File: src/rtl/io_pad_enable_seq.sv
// Power-up sequencer for the IO pad ring: waits for a settled VDDIO power-good,
// enables input buffers, then output drivers, and tears down safely on loss.
module io_pad_enable_seq #(
   parameter int NUM_PADS        = 16,
   parameter int SYNC_STAGES     = 2,
   parameter int SETTLE_CYCLES   = 64,
   parameter int IE_TO_OE_CYCLES = 8,
   parameter int CNT_W           = 8
) (
   input  logic                clk,
   input  logic                rst_n,
   input  logic                pwr_good_i,
   input  logic                en_req_i,
   input  logic [NUM_PADS-1:0] oe_core_i,
   output logic [NUM_PADS-1:0] pad_ie_o,
   output logic [NUM_PADS-1:0] pad_oe_o,
   output logic                ready_o,
   output logic                fault_o,
   output logic [2:0]          state_o
);

   typedef enum logic [2:0] {
      S_OFF      = 3'd0,
      S_WAIT_PG  = 3'd1,
      S_SETTLE   = 3'd2,
      S_IE_ON    = 3'd3,
      S_ACTIVE   = 3'd4,
      S_SHUTDOWN = 3'd5
   } state_t;

   localparam logic [CNT_W-1:0] SETTLE_LAST = CNT_W'(SETTLE_CYCLES - 1);
   localparam logic [CNT_W-1:0] IE_OE_LAST  = CNT_W'(IE_TO_OE_CYCLES - 1);
   localparam logic [CNT_W-1:0] CNT_MAX     = '1;

   state_t                  r_state;
   state_t                  w_state_nxt;
   logic [CNT_W-1:0]        r_cnt;
   logic                    w_cnt_clr;
   logic                    w_cnt_inc;
   logic [SYNC_STAGES-1:0]  r_pg_sync;
   logic                    r_pg_d;
   logic                    r_en_d;
   logic [NUM_PADS-1:0]     r_pad_ie;
   logic [NUM_PADS-1:0]     r_pad_oe;
   logic                    r_ready;
   logic                    r_fault;
   logic                    w_pg_s;
   logic                    w_pg_fall;
   logic                    w_en_rise;
   logic                    w_fault_clr;
   logic                    w_fault_set;

   assign w_pg_s    = r_pg_sync[SYNC_STAGES-1];
   assign w_pg_fall = r_pg_d & ~w_pg_s;
   assign w_en_rise = en_req_i & ~r_en_d;

   // A supply drop coinciding with the clear attempt is still a supply loss, so it wins.
   assign w_fault_clr = (r_state == S_OFF) && w_en_rise;
   assign w_fault_set = (!w_pg_s && (r_state == S_IE_ON || r_state == S_ACTIVE)) ||
                        (w_fault_clr && w_pg_fall);

   always_ff @(posedge clk or negedge rst_n) begin
      if (!rst_n) begin
         r_pg_sync <= '0;
         r_pg_d    <= 1'b0;
         r_en_d    <= 1'b0;
      end else begin
         r_pg_sync <= {r_pg_sync[SYNC_STAGES-2:0], pwr_good_i};
         r_pg_d    <= w_pg_s;
         r_en_d    <= en_req_i;
      end
   end

   always_comb begin
      w_state_nxt = r_state;
      w_cnt_clr   = 1'b0;
      w_cnt_inc   = 1'b0;
      case (r_state)
         S_OFF: begin
            if (en_req_i) w_state_nxt = S_WAIT_PG;
         end
         S_WAIT_PG: begin
            if (!en_req_i) begin
               w_state_nxt = S_OFF;
            end else if (w_pg_s) begin
               w_state_nxt = S_SETTLE;
               w_cnt_clr   = 1'b1;
            end
         end
         S_SETTLE: begin
            if (!w_pg_s) begin
               w_state_nxt = S_WAIT_PG;
               w_cnt_clr   = 1'b1;
            end else if (!en_req_i) begin
               w_state_nxt = S_OFF;
               w_cnt_clr   = 1'b1;
            end else if (r_cnt == SETTLE_LAST) begin
               w_state_nxt = S_IE_ON;
               w_cnt_clr   = 1'b1;
            end else begin
               w_cnt_inc   = 1'b1;
            end
         end
         S_IE_ON: begin
            if (!w_pg_s) begin
               w_state_nxt = S_WAIT_PG;
               w_cnt_clr   = 1'b1;
            end else if (!en_req_i) begin
               w_state_nxt = S_SHUTDOWN;
               w_cnt_clr   = 1'b1;
            end else if (r_cnt == IE_OE_LAST) begin
               w_state_nxt = S_ACTIVE;
               w_cnt_clr   = 1'b1;
            end else begin
               w_cnt_inc   = 1'b1;
            end
         end
         S_ACTIVE: begin
            if (!w_pg_s) begin
               w_state_nxt = S_WAIT_PG;
               w_cnt_clr   = 1'b1;
            end else if (!en_req_i) begin
               w_state_nxt = S_SHUTDOWN;
               w_cnt_clr   = 1'b1;
            end
         end
         S_SHUTDOWN: begin
            // en_req_i is deliberately not looked at until the ring is fully off.
            if (!w_pg_s || r_cnt == IE_OE_LAST) begin
               w_state_nxt = S_OFF;
               w_cnt_clr   = 1'b1;
            end else begin
               w_cnt_inc   = 1'b1;
            end
         end
         default: begin
            w_state_nxt = S_OFF;
            w_cnt_clr   = 1'b1;
         end
      endcase
   end

   // Pad enables are decoded from the next state so they line up with the state register.
   always_ff @(posedge clk or negedge rst_n) begin
      if (!rst_n) begin
         r_state  <= S_OFF;
         r_cnt    <= '0;
         r_pad_ie <= '0;
         r_pad_oe <= '0;
         r_ready  <= 1'b0;
         r_fault  <= 1'b0;
      end else begin
         r_state <= w_state_nxt;
         if (w_cnt_clr) begin
            r_cnt <= '0;
         end else if (w_cnt_inc && r_cnt != CNT_MAX) begin
            r_cnt <= r_cnt + 1'b1;
         end
         r_pad_ie <= (w_state_nxt == S_IE_ON || w_state_nxt == S_ACTIVE ||
                      w_state_nxt == S_SHUTDOWN) ? '1 : '0;
         r_pad_oe <= (w_state_nxt == S_ACTIVE) ? oe_core_i : '0;
         r_ready  <= (w_state_nxt == S_ACTIVE);
         if (w_fault_set) begin
            r_fault <= 1'b1;
         end else if (w_fault_clr) begin
            r_fault <= 1'b0;
         end
      end
   end

   assign pad_ie_o = r_pad_ie;
   assign pad_oe_o = r_pad_oe;
   assign ready_o  = r_ready;
   assign fault_o  = r_fault;
   assign state_o  = r_state;

endmodule

File: config.mk
export PLATFORM = sky130hd
export DESIGN_NAME = io_pad_enable_seq
export DESIGN_NICKNAME = d
export VERILOG_FILES = /design/src/rtl/io_pad_enable_seq.sv
export SDC_FILE = /design/constraint.sdc
export NUM_CORES = 1
export LEC_CHECK = 0
export CAP_MARGIN = 10
export CORE_AREA = 2 2 63 65
export DETAILED_ROUTE_END_ITERATION = 10
export DIE_AREA = 0 0 65 67
export PLACE_DENSITY_LB_ADDON = 0.1
export SYNTH_ARGS = -nofsm -noshare
export SYNTH_HDL_FRONTEND = slang
export SYNTH_SLANG_ARGS = --single-unit
File: constraint.sdc
create_clock -name clk -period 3.4 [get_ports clk]
set_input_delay 0.68 -clock clk [delete_from_list [all_inputs] [get_ports clk]]
set_output_delay 0.68 -clock clk [all_outputs]
set_load 0.05 [all_outputs]
==> results.txt, run 1 <==
Area of the die: 0.00436 mm²
Share of async-settable or async-resettable flops after synthesis: 100%
Number of max-cap violations: 0
Synth cell types: 45
Min Tclk post-route: 2.45 ns
H-tree depth: 2
First-pass GRT wire length: 6.03 mm
Clk_skew: 0.00427 ns
Fin. max-slew vios: 0
Buffers on Ports: 56
Pwr Total: 0.998 mW
Reg2reg path depth: 6
Worst-path clk slew: 0.07 ns
Vias/cell: 5.23
Synth top area share: 48.8%
Setup_tns: 0 ns
Worst EP required: 2.72 ns
Multi-input logic area: 638 µm²
WP data arrival: 1.77 ns
First-pass iteration count of the detailed router: 4
Initial antenna violation count: 0
Clock Latency Late Sink: 0.29 ns
Post-Route Utilization: 63.4%
Status: complete, no violations
Final period utilization: 72.2%
Setup Crit Path Kind: flip-flop to output port
Final Hold Viols: 0
Largest net degree at the start of global routing: 35
CP max-delay cell: clkdlybuf4s50_1
GP Congestion: 0.868
Synth top area cells: dfrtp_1 (49%), buf_4 (6.5%), nor3_1 (6.3%)
NumNets Final: 233
Mean post-synth cell area: 10.2 µm²
Cell accounting for the most synthesized area: dfrtp_1
Worst-path cell chain: clkdlybuf4s50_1
Worst slew margin: 47.3%
Hold Path Class: flip-flop to flip-flop
Setup crit start kind: flip-flop
RSZ-0062 raised after global routing: false
Prevailing post-synth register cell: dfrtp_1
Worst r2r src: r_cnt[0]
GRT overflow: 0
DPL Wire Length: 2.58 mm
Setup violators final: 0
Worst R2R End: pad_ie_o[14]
Post-synthesis sequential area ratio: 48.8%
Crit-path leading delay family: buffers and inverters
Leakage: 0.989 nW
# hold bufs at CTS: 0
Mapped Cells: 171
Reg area: 851 µm²
# IOs: 57
Synthesis Warnings: 0
PwrDens: 436 mW/mm²
GRT Total Usage: 18.5%
Rows: 22
Worst-path fanout max: 12
CTS resizes: 0
Achievable Freq: 407 MHz
Num CTS Buffers: 5
Clock sink count: 34
Vias in the first global route: 1310
Hold endpoint: r_pg_sync[1]
CP Capture Type: output port
Die Height: 67 µm
Initial Util: 48.3%
Fillers: 303
ANT cells: 0
Via Count: 1366
Count leader, synth: dfrtp_1
Commonest cells in the netlist: dfrtp_1 (34), nor3_1 (22), inv_1 (20), buf_4 (15), o21ai_0 (9)
WHS Path Cells: 0
Residual DRC: 0
Number of synthesized flops with an enable pin: 0
DR iter-0 viols: 89
Layout cell share with drive strength beyond 1: 9.86%
Syn Nets: 192
R2R setup slack: 1.21 ns
Hold Startpoint: r_pg_sync[0]
Critical Path Max Stage Delay: 0.90 ns
#FFs+latches synth: 34
Final wirelength: 3.61 mm
Die X: 65 µm
Clk buf depth: 2
Post-CTS Setup Bufs: 0
Core Footprint: 0.00361 mm²
Final ANT Viol Nets: 0
Worst Path Buf+Inv: 1
Root Driver: clkbuf_8
CTS tree: done
Area Growth Syn to Fin: 31.2%
Peak VDD IR: 0.339 mV
DR WL/cell: 13.8 µm
Slew @ Worst Pin: 0.789 ns
Netlist Area Pre-Place: 0.00174 mm²
flip-flops by register name, summed over array words and instances (netlist names):
register   flops
fault_o        1
pad_ie_o       1
pad_oe_o      16
r_cnt          8
r_en_d         1
r_pg_d         1
r_pg_sync      2
ready_o        1
state_o        3
layer usage:
metal,vias to the layer above,part of all wire [%],GRT usage [%]
met4,0,0.53,7.71
met2,57,49,29.6
met3,4,9.3,7.94
li1,663,-,-
met1,642,41,21.8
met5,-,0,0
report_power, final:
| part | switching [mW] | internal (mW) |
|---|---|---|
| sequential | 0.0252 | 0.423 |
| combinational | 0.156 | 0.0866 |
| clock | 0.145 | 0.163 |
kinds of logic after synthesis:
logic type                 count (synthesis)  share of synthesized area (%)
AOI/OAI and AO/OA                         34                           15.1
and+or+nand+nor                           57                           19.7
buffers and inverters                     43                           14.6
muxes                                      1                          0.574
DFF                                       34                           48.8
xor gates and xnor gates                   1                          0.503
adders and majority gates                  1                          0.718
area by class of cell:
type                    count  share of cell area (%)
well taps                  48                    2.63
flip-flops and latches     34                    37.2
repair buffers             57                    24.8
multi-input cells          94                    27.9
inverters                  20                    3.28
clock buffers               6                    3.61
clock inverters             2                   0.547
layout by cell type (no fill, tap or decap), types with 2 or more instances in the layout:
master | Yosys | routed
clkdlybuf4s50_1 | 0 | 56
dfrtp_1 | 34 | 34
nor3_1 | 22 | 22
inv_1 | 20 | 20
o21ai_0 | 9 | 9
a21oi_1 | 7 | 7
clkbuf_8 | 3 | 6
nand2_1 | 4 | 4
a31oi_1 | 4 | 4
or3_1 | 3 | 3
nor4_1 | 3 | 3
and3_1 | 3 | 3
nor2_1 | 3 | 3
nand2b_1 | 2 | 2
o2bb2ai_1 | 2 | 2
and4bb_2 | 2 | 2
nand3_1 | 2 | 2
and2_1 | 2 | 2
per-stage QoR:
step                      instance area (µm²)  hold WS, ns  cells  setup slack, ns
after floorplan                          1740        0.331    171             1.34
after detailed placement                 2190        0.336    253            0.793
after global placement                   2190        0.335    253            0.876
final                                    2290        0.358    261            0.946
after global routing                     2290        0.373    261            0.861
after CTS                                2290        0.361    261            0.930
worst max-delay path by stage:
stage	from	end	slack, ns	cells after the start
after floorplan	state_o[0]	r_cnt[7]	1.34	6
after global placement	en_req_i	pad_ie_o[14]	0.88	6
after detailed placement	en_req_i	pad_ie_o[14]	0.79	6
after CTS	pad_ie_o[14]	pad_ie_o[13]	0.93	1
after global routing	pad_ie_o[14]	pad_ie_o[13]	0.86	1
final	state_o[2]	state_o[2]	0.95	1
No activity file was read; power rests on OpenSTA's default activity.
==> inputs of run 2 (changes only) <==
--- a/config.mk
+++ b/config.mk
@@ -6,9 +6,9 @@
 export NUM_CORES = 1
 export LEC_CHECK = 0
 export CAP_MARGIN = 10
-export CORE_AREA = 2 2 63 65
+export CORE_AREA = 2 2 69 71
 export DETAILED_ROUTE_END_ITERATION = 10
-export DIE_AREA = 0 0 65 67
+export DIE_AREA = 0 0 71 73
 export PLACE_DENSITY_LB_ADDON = 0.1
 export SYNTH_ARGS = -nofsm -noshare
 export SYNTH_HDL_FRONTEND = slang
==> constraint.sdc (replaced) <==
create_clock -name clk -period 2.1 [get_ports clk]
set_input_delay 0.42 -clock clk [delete_from_list [all_inputs] [get_ports clk]]
set_output_delay 0.42 -clock clk [all_outputs]
set_load 0.05 [all_outputs]
==> run 2 against run 1 <==
Global-route usage fell by 2.2 points. Sequential share of layout area fell by 1.4 points. Register-to-register slack got worse by 1.1 ns. Clock skew rose by 0.0026 ns. Wire length rose by 5.7%. Die area rose by 19%. Design area rose by 3.9%. Setup slack got worse by 0.85 ns. Largest cell class unchanged.
==> results.txt, run 2 (synthesis results as in run 1) <==
Status: complete, no violations (unchanged)
NumNets Final: 244 (was 233)
Final ANT Viol Nets: 0 (unchanged)
Die Height: 73 µm (was 67 µm)
Root Driver: clkbuf_8 (unchanged)
Area of the die: 0.00518 mm² (was 0.00436 mm²)
Slew @ Worst Pin: 0.511 ns (was 0.789 ns)
R2R setup slack: 0.09 ns (was 1.21 ns)
Setup crit start kind: flip-flop (unchanged)
Hold Startpoint: r_pg_sync[0] (unchanged)
Buffers on Ports: 56 (unchanged)
Worst-path clk slew: 0.07 ns (about the same)
Rows: 25 (was 22)
Residual DRC: 0 (unchanged)
Clock sink count: 34 (unchanged)
P_sw: 0.532 mW (was 0.326 mW)
Clk_skew: 0.00689 ns (was 0.00427 ns)
First-pass GRT wire length: 6.64 mm (was 6.03 mm)
Vias in the first global route: 1422 (was 1310)
Via Count: 1425 (was 1366)
Multi-input logic area: 657 µm² (was 638 µm²)
Hold endpoint: r_pg_sync[1] (unchanged)
Num CTS Buffers: 5 (unchanged)
Fin. max-slew vios: 0 (unchanged)
Worst-path fanout max: 5 (was 12)
Worst-path cell chain: ha_2 -> and4bb_2 -> a2111oi_4 -> o31ai_4 -> or3_1 -> a21oi_1 (was clkdlybuf4s50_1)
Worst slew margin: 65.8% (was 47.3%)
Reg area: 851 µm² (unchanged)
Largest net degree at the start of global routing: 35 (unchanged)
Power share of the combinational group: 25.3% (was 24.3%)
Peak VDD IR: 0.441 mV (was 0.339 mV)
Initial antenna violation count: 0 (unchanged)
Final wirelength: 3.82 mm (was 3.61 mm)
Clk buf depth: 2 (unchanged)
Worst R2R End: r_cnt[7] (was pad_ie_o[14])
Most frequent cells in the layout: clkdlybuf4s50_1 (37), dfrtp_1 (34), buf_4 (30) (was clkdlybuf4s50_1 (56), dfrtp_1 (34), nor3_1 (22))
WHS Path Cells: 0 (unchanged)
First-pass iteration count of the detailed router: 4 (unchanged)
GRT Total Usage: 16.3% (was 18.5%)
Min Tclk post-route: 2.01 ns
DPL Wire Length: 2.79 mm (was 2.58 mm)
Achievable Freq: 499 MHz
Placed Instances: 267 (was 253)
Worst r2r src: r_cnt[0] (unchanged)
Core Footprint: 0.00454 mm² (was 0.00361 mm²)
# hold bufs at CTS: 0 (unchanged)
Layout cell share with drive strength beyond 1: 23.7% (was 9.86%)
Area Growth Syn to Fin: 36.3% (was 31.2%)
Fillers: 427 (was 303)
Vias/cell: 5.13 (was 5.23)
Final period utilization: 95.5%
Setup Crit Path Kind: flip-flop to flip-flop (was flip-flop to output port)
Sequential share of power: 42.1% (was 44.9%)
Reg2reg path depth: 6 (unchanged)
GP Congestion: 0.816 (was 0.868)
DR WL/cell: 13.7 µm (was 13.8 µm)
Max FFs per register: 16 (unchanged)
PwrDens: 720 mW/mm² (was 436 mW/mm²)
Leakage: 1.09 nW (was 0.989 nW)
Crit-path leading delay family: compound AO/OA/AOI/OAI gates (was buffers and inverters)
Worst Path Buf+Inv: 0 (was 1)
Critical Path Max Stage Delay: 0.48 ns (was 0.90 ns)
Die X: 71 µm (was 65 µm)
Number of max-cap violations: 0 (unchanged)
Cell internal pwr: 1.18 mW (was 0.672 mW)
Clk network pwr share: 32.6% (was 30.8%)
Hold Path Class: flip-flop to flip-flop (unchanged)
CTS tree: done (unchanged)
CP max-delay cell: a2111oi_4 (was clkdlybuf4s50_1)
Setup violators final: 0 (unchanged)
Most common cell after layout, fill and taps aside: clkdlybuf4s50_1 (unchanged)
# IOs: 57 (unchanged)
WHS: 0.351 ns (was 0.358 ns)
H-tree depth: 2 (unchanged)
Worst EP required: 2.31 ns (was 2.72 ns)
Layout Cells excl Fill: 278 (was 261)
GRT overflow: 0 (unchanged)
Switching Fraction: 31.1% (was 32.6%)
Pwr Total: 1.71 mW (was 0.998 mW)
Clock Latency Late Sink: 0.28 ns (was 0.29 ns)
ANT cells: 0 (unchanged)
Final Hold Viols: 0 (unchanged)
Initial Util: 38.4% (was 48.3%)
CP Capture Type: flip-flop (was output port)
DR iter-0 viols: 56 (was 89)
WP data arrival: 2.21 ns (was 1.77 ns)
Setup_tns: 0 ns (unchanged)
==> run 2: per-layer routing <==
layer	global-route usage, %	routed length, µm
met3	6.63	305
met1	20.2	1590
met5	0	0
met2	25.9	1860
met4	5.87	59
==> run 2: final cells by class <==
| class | instances | area share (%) |
|---|---|---|
| sequential | 34 | 35.8 |
| multi-input combinational | 94 | 27.6 |
| timing repair buffer | 68 | 25.9 |
| clock buffer | 8 | 4.63 |
| inverter | 20 | 3.16 |
| tap | 54 | 2.84 |
==> run 2: worst max-delay path by stage <==
stage	startpoint	to	depth (start not counted)
2_1_floorplan	state_o[0]	r_cnt[7]	6
3_3_place_gp	en_req_i	r_cnt[6]	6
3_5_place_dp	en_req_i	r_cnt[4]	7
4_1_cts	r_cnt[0]	r_cnt[7]	6
5_1_grt	r_cnt[0]	r_cnt[7]	6
6_report	r_cnt[0]	r_cnt[7]	6
==> run 2: through the flow <==
stage               area, µm²  setup slack, ns  utilization, %
CTS                      2330           0.0766            51.5
global route             2380          -0.0110            52.4
finish                   2380           0.0945            52.4
floorplan                1740           0.0433               -
detailed placement       2220          -0.0548            49.0
global placement         2220          -0.0307            49.0
==> run 2: power groups by stage <==
stage               Sequential, mW  Combinational (mW)  Clock (mW)
floorplan                    0.783               0.239           0
finish                       0.720               0.433       0.558
global placement             0.734               0.413           0
detailed placement           0.736               0.417           0
CTS                          0.724               0.419       0.577
global route                 0.726               0.465       0.615
==> run 2: what timing repair did <==
action,4_1_cts,5_1_grt
endpoints found under the hold margin,0,0
setup buffers,0,3
endpoints found under the setup margin,0,18
resized for setup,0,3
